<file path="src/rtl/wr_ts_pkg.sv">
// Shared types, widths and saturating helpers for the WR event timestamper.
package wr_ts_pkg;

  localparam int C_PHASE_W = 32;
  localparam int C_CNT_W   = 16;
  localparam int C_TAI_W   = 10;

  typedef enum logic {IDLE, HELD} ts_state_t;

  function automatic logic [C_PHASE_W-1:0] sat_inc_phase(input logic [C_PHASE_W-1:0] v);
    return (&v) ? v : v + C_PHASE_W'(1);
  endfunction

  function automatic logic [C_CNT_W-1:0] sat_inc_cnt(input logic [C_CNT_W-1:0] v);
    return (&v) ? v : v + C_CNT_W'(1);
  endfunction

endpackage

</file>
<file path="src/rtl/wr_event_sync.sv">
// Two-flop synchroniser for the external event plus a registered rising-edge
// detector; det_o is a one-cycle pulse three cycles after the event edge.
module wr_event_sync (
  input  logic clk_sys_i,
  input  logic rst_i,
  input  logic event_i,
  output logic det_o
);

  logic sync1;
  logic sync2;
  logic sync2_d;

  always_ff @(posedge clk_sys_i or posedge rst_i) begin
    if (rst_i) begin
      sync1   <= 1'b0;
      sync2   <= 1'b0;
      sync2_d <= 1'b0;
      det_o   <= 1'b0;
    end else begin
      sync1   <= event_i;
      sync2   <= sync1;
      sync2_d <= sync2;
      det_o   <= sync2 & ~sync2_d;
    end
  end

endmodule

</file>
<file path="src/rtl/wr_event_timestamper.sv">
// Timestamps external events as (TAI seconds, cycles since PPS) and supervises
// the PPS period for lock, missing-pulse and period-error reporting.
//
// state | meaning
// IDLE  | no timestamp held; next detected event is captured
// HELD  | timestamp frozen until ack; further events count as overflow
module wr_event_timestamper
  import wr_ts_pkg::*;
#(
  parameter int unsigned g_clk_freq   = 62500000,
  parameter int unsigned g_tol        = 2,
  parameter int unsigned g_lock_count = 3
) (
  input  logic                 clk_sys_i,
  input  logic                 rst_i,
  input  logic                 pps_i,
  input  logic [C_TAI_W-1:0]   tm_tai_i,
  input  logic                 event_i,
  input  logic                 ack_i,
  output logic                 ts_valid_o,
  output logic [C_TAI_W-1:0]   ts_tai_o,
  output logic [C_PHASE_W-1:0] ts_phase_o,
  output logic [C_CNT_W-1:0]   ts_overflow_o,
  output logic                 pps_locked_o,
  output logic                 pps_missing_o,
  output logic [C_CNT_W-1:0]   pps_err_cnt_o,
  output logic [C_PHASE_W-1:0] last_period_o
);

  localparam logic [C_PHASE_W-1:0] C_PER_MIN =
    (g_clk_freq > g_tol) ? C_PHASE_W'(g_clk_freq - g_tol) : '0;
  localparam logic [C_PHASE_W-1:0] C_PER_MAX = C_PHASE_W'(g_clk_freq + g_tol);
  localparam logic [C_PHASE_W-1:0] C_MISS    = C_PHASE_W'(g_clk_freq + g_tol + 1);
  localparam int                   C_GOOD_W  = $clog2(g_lock_count + 1);
  localparam logic [C_GOOD_W-1:0]  C_LOCK    = C_GOOD_W'(g_lock_count);

  logic                 det;
  logic [C_PHASE_W-1:0] phase_q;
  logic [C_PHASE_W-1:0] phase_now;
  logic [C_PHASE_W-1:0] period;
  logic                 first_seen_q;
  logic                 in_gap_q;
  logic                 miss_now;
  logic                 check_period;
  logic                 period_good;
  logic [C_GOOD_W-1:0]  good_cnt;
  logic [C_GOOD_W-1:0]  good_next;
  logic                 locked_next;
  logic                 err_inc;

  ts_state_t state_q;
  ts_state_t state_d;
  logic      capture;
  logic      ovf_inc;

  wr_event_sync u_event_sync (
    .clk_sys_i (clk_sys_i),
    .rst_i     (rst_i),
    .event_i   (event_i),
    .det_o     (det)
  );

  // phase_now is this cycle's phase; phase_q holds the previous cycle's value
  assign period       = sat_inc_phase(phase_q);
  assign phase_now    = pps_i ? '0 : period;
  assign miss_now     = !pps_i && !in_gap_q && (phase_now == C_MISS);
  assign check_period = pps_i && first_seen_q && !in_gap_q;
  assign period_good  = (period >= C_PER_MIN) && (period <= C_PER_MAX);

  always_comb begin
    good_next   = good_cnt;
    locked_next = pps_locked_o;
    err_inc     = 1'b0;
    if (check_period) begin
      if (period_good) begin
        if (good_cnt != C_LOCK) good_next = good_cnt + C_GOOD_W'(1);
      end else begin
        good_next   = '0;
        locked_next = 1'b0;
        err_inc     = 1'b1;
      end
    end else if (miss_now) begin
      good_next   = '0;
      locked_next = 1'b0;
      err_inc     = 1'b1;
    end
    if (good_next == C_LOCK) locked_next = 1'b1;
  end

  always_ff @(posedge clk_sys_i or posedge rst_i) begin
    if (rst_i) begin
      phase_q       <= '0;
      last_period_o <= '0;
      first_seen_q  <= 1'b0;
      in_gap_q      <= 1'b0;
      good_cnt      <= '0;
      pps_locked_o  <= 1'b0;
      pps_missing_o <= 1'b0;
      pps_err_cnt_o <= '0;
    end else begin
      phase_q       <= phase_now;
      pps_missing_o <= miss_now;
      good_cnt      <= good_next;
      pps_locked_o  <= locked_next;
      if (err_inc) pps_err_cnt_o <= sat_inc_cnt(pps_err_cnt_o);
      if (pps_i) begin
        last_period_o <= period;
        first_seen_q  <= 1'b1;
        in_gap_q      <= 1'b0;
      end else if (miss_now) begin
        in_gap_q <= 1'b1;
      end
    end
  end

  always_ff @(posedge clk_sys_i or posedge rst_i) begin
    if (rst_i) state_q <= IDLE;
    else       state_q <= state_d;
  end

  // in HELD an ack and a det in the same cycle both take effect: release plus overflow
  always_comb begin
    state_d = state_q;
    capture = 1'b0;
    ovf_inc = 1'b0;
    case (state_q)
      IDLE: begin
        if (det) begin
          capture = 1'b1;
          state_d = HELD;
        end
      end
      HELD: begin
        if (det)   ovf_inc = 1'b1;
        if (ack_i) state_d = IDLE;
      end
      default: state_d = IDLE;
    endcase
  end

  always_ff @(posedge clk_sys_i or posedge rst_i) begin
    if (rst_i) begin
      ts_tai_o      <= '0;
      ts_phase_o    <= '0;
      ts_overflow_o <= '0;
    end else begin
      if (capture) begin
        ts_tai_o   <= tm_tai_i;
        ts_phase_o <= phase_now;
      end
      if (ovf_inc) ts_overflow_o <= sat_inc_cnt(ts_overflow_o);
    end
  end

  assign ts_valid_o = (state_q == HELD);

endmodule

</file>
<file path="config.mk">
export PLATFORM = sky130hd
export DESIGN_NAME = wr_event_timestamper
export DESIGN_NICKNAME = d
export VERILOG_FILES = /design/src/rtl/wr_ts_pkg.sv /design/src/rtl/wr_event_sync.sv /design/src/rtl/wr_event_timestamper.sv
export SDC_FILE = /design/constraint.sdc
export NUM_CORES = 1
export LEC_CHECK = 0
export ABC_AREA = 1
export CORE_UTILIZATION = 49
export CTS_CLUSTER_DIAMETER = 30
export CTS_CLUSTER_SIZE = 12
export DETAILED_ROUTE_END_ITERATION = 10
export PLACE_DENSITY = 0.76
export REMOVE_ABC_BUFFERS = 1
export SLEW_MARGIN = 0
export SYNTH_ARGS = -nofsm -noshare
export SYNTH_HDL_FRONTEND = slang
export SYNTH_SLANG_ARGS = --single-unit
</file>
<file path="constraint.sdc">
create_clock -name clk_sys_i -period 4.55 [get_ports clk_sys_i]
set_clock_uncertainty 0.2 [all_clocks]
set_input_delay 0.455 -clock clk_sys_i [delete_from_list [all_inputs] [get_ports clk_sys_i]]
set_output_delay 0.455 -clock clk_sys_i [all_outputs]
set_load 0.02 [all_outputs]
</file>
==> results of run 1 <==
-- sequential cells by signal, summed over array words and instances (netlist names) --
| register | cells |
|---|---|
| phase_q | 32 |
| pps_err_cnt_o | 16 |
| ts_valid_o | 1 |
| first_seen_q | 1 |
| u_event_sync.sync1 | 1 |
| ts_phase_o | 32 |
| pps_locked_o | 1 |
| u_event_sync.sync2_d | 1 |
| u_event_sync.det_o | 1 |
| u_event_sync.sync2 | 1 |
| good_cnt | 2 |
| last_period_o | 32 |
| ts_overflow_o | 16 |
| pps_missing_o | 1 |
| in_gap_q | 1 |
| ts_tai_o | 10 |
-- worst register-to-register path: stages, from the launching register on --
cell and delay, ns:
dfrtp_1 0.45, ha_1 0.35, inv_2 0.09, nor2_4 0.20, nand2_4 0.09, nor2_4 0.17
nand2_4 0.32, inv_1 0.27, nor2_1 0.12, nand2_4 0.10, nor2_4 0.05, a21oi_2 0.17
nand2_1 0.10, nand2_1 0.07, nand3_1 0.13, nand2_4 0.14, nand2_4 0.08, nor2_8 0.21
nand2_1 0.10, nand2_1 0.07
-- metrics by stage --
step	total power [mW]	std cells	hold slack [ns]	setup WS, ns	util, %
after CTS	3.453	1320	0.1517	0.9954	63.46
after detailed placement	1.907	1288	0.1378	1.016	59.19
after global routing	3.556	1320	0.1550	0.6660	63.46
after global placement	1.900	1288	0.1349	1.150	59.19
after floorplan	1.704	973	0.1312	-0.1130	-
final	3.428	1320	0.1494	0.9937	63.46
-- area by class of cell --
type | count | area [um2]
Fill cell | 1391 | 5555
Tap cell | 188 | 235.2
Inverter | 105 | 399.1
Timing Repair Buffer | 127 | 1274
Multi-Input combinational cell | 719 | 3362
Clock inverter | 12 | 201.4
Sequential cell | 149 | 3729
Clock buffer | 20 | 446.7
-- power by group through the flow --
stage	logic, mW	clock network (mW)	registers, mW
after CTS	0.429	1.56	1.46
after global placement	0.420	0	1.48
final	0.423	1.54	1.46
after floorplan	0.152	0	1.55
after detailed placement	0.425	0	1.48
after global routing	0.465	1.62	1.47
-- final timing paths --
path,cells past startpoint,endpoint,startpoint,slack (ns)
min,0,u_event_sync.sync2,u_event_sync.sync1,0.15
max,19,pps_err_cnt_o[12],phase_q[0],0.99
max reg2reg,19,pps_err_cnt_o[12],phase_q[0],0.99
min in group asynchronous,2,last_period_o[4],rst_i,0.30
min reg2reg,0,u_event_sync.sync2,u_event_sync.sync1,0.15
max in group asynchronous,3,ts_phase_o[27],rst_i,3.01
-- routing by layer --
layer / up-vias / routed length, um / track usage, %
li1: 3348 / - / -
met1: 3154 / 9210 / 36.18
met2: 184 / 9169 / 41.66
met4: 0 / 247 / 7.283
met5: - / 0 / 0
met3: 20 / 929 / 4.302
-- cells by family (layout without fill, tap and decap cells) --
family,Yosys count,count (layout)
buf+inv,130,264
xor+xnor,35,35
flops,149,149
compound gates,56,56
simple gates,625,625
fa+ha+maj,3,3
-- synthesized netlist by cell type --
master / number
nor2_2: 7
o21ai_0: 46
dfrtp_1: 149
o21ai_2: 1
buf_2: 2
nor2_4: 5
nor2_1: 99
nor2_8: 1
nor4_1: 6
inv_1: 101
nor3_2: 3
nand3_1: 55
nand3_2: 2
xor2_1: 21
buf_6: 3
nor3_1: 10
buf_4: 1
nand3b_4: 1
and3_1: 2
buf_8: 1
inv_2: 4
buf_1: 3
nand4_1: 14
nand2_4: 7
o21bai_1: 1
ha_1: 3
nor3b_1: 1
nand2_1: 392
a21oi_2: 1
nand2_2: 11
xnor2_1: 14
a31oi_1: 3
clkbuf_1: 15
nand3b_1: 9
a21oi_1: 3
a21boi_0: 1
==> metrics, run 1 <==
status=completed; most frequent cells in the layout=391 x nand2_1, 149 x dfrtp_1, 123 x clkdlybuf4s50_1; multiplexer share of the synthesized area=0%; DR vias=6706; CP Class=reg -> reg; n_diodes=0; Worst path max stage delay=0.45 ns; Sw Share=25.35%; Ports=124; Clock Path Buffers=2; die height=126.7 um; Post-DP Area=8999 um2; DRT iter0 DRCs=396; period utilization=78.16%; Req. time, crit path=4.71 ns; worst hold path class=reg -> reg; Final Cell Area=9647 um2; routed len/inst=14.82 um; P_int=2.559 mW; synth top area cells=dfrtp_1 49%, nand2_1 19%, inv_1 5.0%; chip width=126.7 um; TritonCTS clock tree=done; clk sink count=149; combinational family with the most area after synthesis=simple AND/OR/NAND/NOR gates; Total GRT Usage=25.84%; commonest non-fill, non-tap cell in the layout=nand2_1; Worst-Margin Slew=0.7927 ns; DIE AREA=16050 um2; layout cells sized above 1=7.067%; NetSw=0.8689 mW; cts hold-fix bufs=0; count of cell types in the netlist=36; GP Congestion=0.9409; XOR/XNOR Fraction of Synth Area=4.025%; routed vias/inst=5.080; MaxCap Viol Count=0; Yosys warning count=0; most frequent CP cell=nand2_4; postcts setup bufs=0; drt pass-1 iters=5; Clock Latency Late Sink=0.42 ns; Setup crit end kind=flip-flop; min Tclk post-route=3.556 ns; VDD IR max=0.2994 mV; Cell Pwr Density=355.3 nW/um2; Max Freq=281.2 MHz; Setup crit start kind=flip-flop; cell count after synthesis=998; Flop pwr share=42.6%; crit-path cells=ha_1, inv_2, nor2_4, nand2_4, nor2_4, nand2_4, inv_1, nor2_1, nand2_4, nor2_4, a21oi_2, nand2_1, nand2_1, nand3_1, nand2_4, nand2_4, nor2_8, nand2_1, nand2_1; Clock power frac=45.0%; Synth Area in Simple Gates=35.70%; Setup Viol. Count Final=0; post-cts sizing count=0; Rows=45; sequential area share after synthesis=48.96%; DRC=0; area leader, netlist=dfrtp_1; post-synth top area share=48.96%; worst path buffer plus inverter count=2; I/O Buffers=123; slowest CP cell=dfrtp_1; Syn-to-layout area delta=26.66%; mapped cell area=7616 um2; RSZ-0062 raised after global routing=no; leakage power=4.654 nW; first-pass GRT wire length=32480 um; WL final=19560 um; largest net degree at the start of global routing=78; initial core utilization=50.10%; area share of fa/ha/maj cells after synthesis=0.4929%; Compound-Gate Fraction of Synth Area=3.894%; nets=1137; core area=15200 um2; post-route antenna net violation count=0; worst-path fanout max=44; Setup TNS Final=0 ns; GR Overflow Total=0; FF+latch count, synth=149; register clock-pin slew on the reported worst setup and hold paths=0.06 ns; syn_area_per_cell=7.631 um2; slew margin rel.=47.09%; CTS Buf Count=17; initial antenna violation count=0; Hold Vio Cnt, Final=0; max-slew violation count=0; CTS H-tree depth=4; power share of the combinational group=12.3%; clock tree root buffer cell=clkbuf_16; Top delay family on crit path=simple AND/OR/NAND/NOR gates; vias in the first global route=6502; Worst EP arrival=3.72 ns; hpwl dp=14160 um
No activity file was read; power rests on OpenSTA's default activity.
==> run 2, diff against run 1 <==
Settings changed: CORE_UTILIZATION 49 to 50, PLACE_DENSITY 0.76 to 0.74.
Clock period 4.55 ns to 3.3 ns, I/O delays scaled along.
==> run 2 against run 1 <==
The run now ends with design-rule violations left. First-iteration DRC count increased by 41%. Sequential cell count unchanged. Non-clock buffer count increased by 29. Clock power increased by 39%. Critical path type unchanged. Largest cell class unchanged.
==> metrics, run 2 (synthesized netlist as in run 1, its figures left out) <==
status=finished with violations; violated checks=design-rule violations; DRT iter0 DRCs=557; worst-path fanout max=16; drt pass-1 iters=8; GP Congestion=0.9214; Max Used Layer=met4; slew margin rel.=22.13%; die height=125.4 um; min Tclk post-route=3.062 ns; Worst EP arrival=3.24 ns; Req. time, crit path=3.47 ns; post-route antenna net violation count=0; nets=1168; cts hold-fix bufs=0; Pwr Total=4.753 mW; leakage power=4.801 nW; biggest regs=last_period_o x32, phase_q x32, ts_phase_o x32; Hold Worst Slack=0.1465 ns; met3 WL=1129 um; most frequent cells in the layout=389 x nand2_1, 146 x dfrtp_1, 123 x clkdlybuf4s50_1; Setup Viol. Count Final=0; commonest non-fill, non-tap cell in the layout=nand2_1; Routed met1 length=9443 um; Setup crit end kind=flip-flop; chip width=125.4 um; Max Freq=326.6 MHz; worst hold path class=in -> reg; flop2flop setup slack=0.24 ns; Ports=124; Rows=44; routed wl met2=9486 um; routed vias/inst=5.138; vias in the first global route=6673; VDD IR max=0.3797 mV; Setup crit start kind=flip-flop; hpwl dp=14660 um; register clock-pin slew on the reported worst setup and hold paths=0.06 ns; max-slew violation count=0; Reg area=3732 um2; Hold Vio Cnt, Final=0; clk sink count=149; WL final=20480 um; fill count=1238; n_diodes=0; largest net degree at the start of global routing=69; DRC=5; initial antenna violation count=0; CP Class=reg -> reg; core area=14700 um2; Worst-Margin Slew=1.159 ns; DIE AREA=15730 um2; first-pass GRT wire length=33490 um; Multi-input gate area=3442 um2; Cell Pwr Density=476.9 nW/um2; routed len/inst=15.20 um; CTS Buf Count=17; CTS H-tree depth=4; clock tree root buffer cell=clkbuf_16; TritonCTS clock tree=done; Clock Path Buffers=2; layout cells sized above 1=10.58%; I/O Buffers=123; GR Overflow Total=0; Syn-to-layout area delta=30.87%; initial core utilization=51.81%; DR vias=6921; Clock Latency Late Sink=0.43 ns; period utilization=92.80%; Total GRT Usage=27.24%; MaxCap Viol Count=0
run 2: path summary, 6_finish.rpt:
path	from	endpoint	cells after the start
worst max register to register	phase_q[12]	pps_err_cnt_o[5]	20
max in group asynchronous	rst_i	last_period_o[6]	3
worst min-delay path	event_i	u_event_sync.sync1	1
min in group asynchronous	rst_i	ts_phase_o[16]	2
worst max-delay path	phase_q[12]	pps_err_cnt_o[5]	20
worst min register to register	u_event_sync.sync1	u_event_sync.sync2	0
run 2: power by group:
part	switching [mW]	total, mW	leakage (nW)	internal (mW)
registers	0.0908	2.01	2.02	1.92
logic	0.345	0.599	2.47	0.254
clock network	0.781	2.14	0.307	1.36
run 2: stage by stage:
step | TNS [ns] | setup slack, ns | cells | utilization, % | cell area (um2)
after floorplan | -184.47 | -1.238 | 973 | - | 7482
after global placement | 0 | 0.1984 | 1306 | 62.39 | 9171
after detailed placement | 0 | 0.1474 | 1306 | 62.39 | 9171
after CTS | 0 | 0.1047 | 1338 | 66.79 | 9818
after global routing | -0.01001 | -0.007006 | 1347 | 67.81 | 9967
final | 0 | 0.2377 | 1347 | 67.81 | 9967
run 2: layout make-up:
| type | count | share of cell area, % |
|---|---|---|
| Inverter | 105 | 4.005 |
| Sequential cell | 149 | 37.45 |
| Tap cell | 184 | 2.310 |
| Timing Repair Buffer | 156 | 15.21 |
| Clock inverter | 12 | 2.009 |
| Clock buffer | 20 | 4.482 |
| Multi-Input combinational cell | 721 | 34.53 |
run 2: routing by layer:
metal | GRT usage (%) | vias up
li1 | - | 3406
met2 | 43.37 | 229
met3 | 4.964 | 31
met1 | 37.43 | 3255
met4 | 9.469 | 0
met5 | 0 | -
run 2: worst max-delay path, stage by stage, from the launching register on:
cell	delay, ns
dfrtp_1	0.42
nand2_1	0.10
nor2_1	0.21
nand2_2	0.13
nor2_4	0.20
nand2_8	0.13
buf_4	0.20
buf_4	0.15
nand3_1	0.10
inv_1	0.07
nand2_1	0.13
nor2_1	0.06
nand2_1	0.08
nor2_2	0.04
nand2_1	0.05
nand3_1	0.13
nand2_4	0.15
nand2_4	0.10
nor2_4	0.20
nand2_1	0.09
nand2_1	0.06
run 2: timing repair:
item | CTS | global route
hold endpoints to repair | 0 | 0
setup buffers | 0 | 7
resized for setup | 0 | 18
setup endpoints to repair | 0 | 17
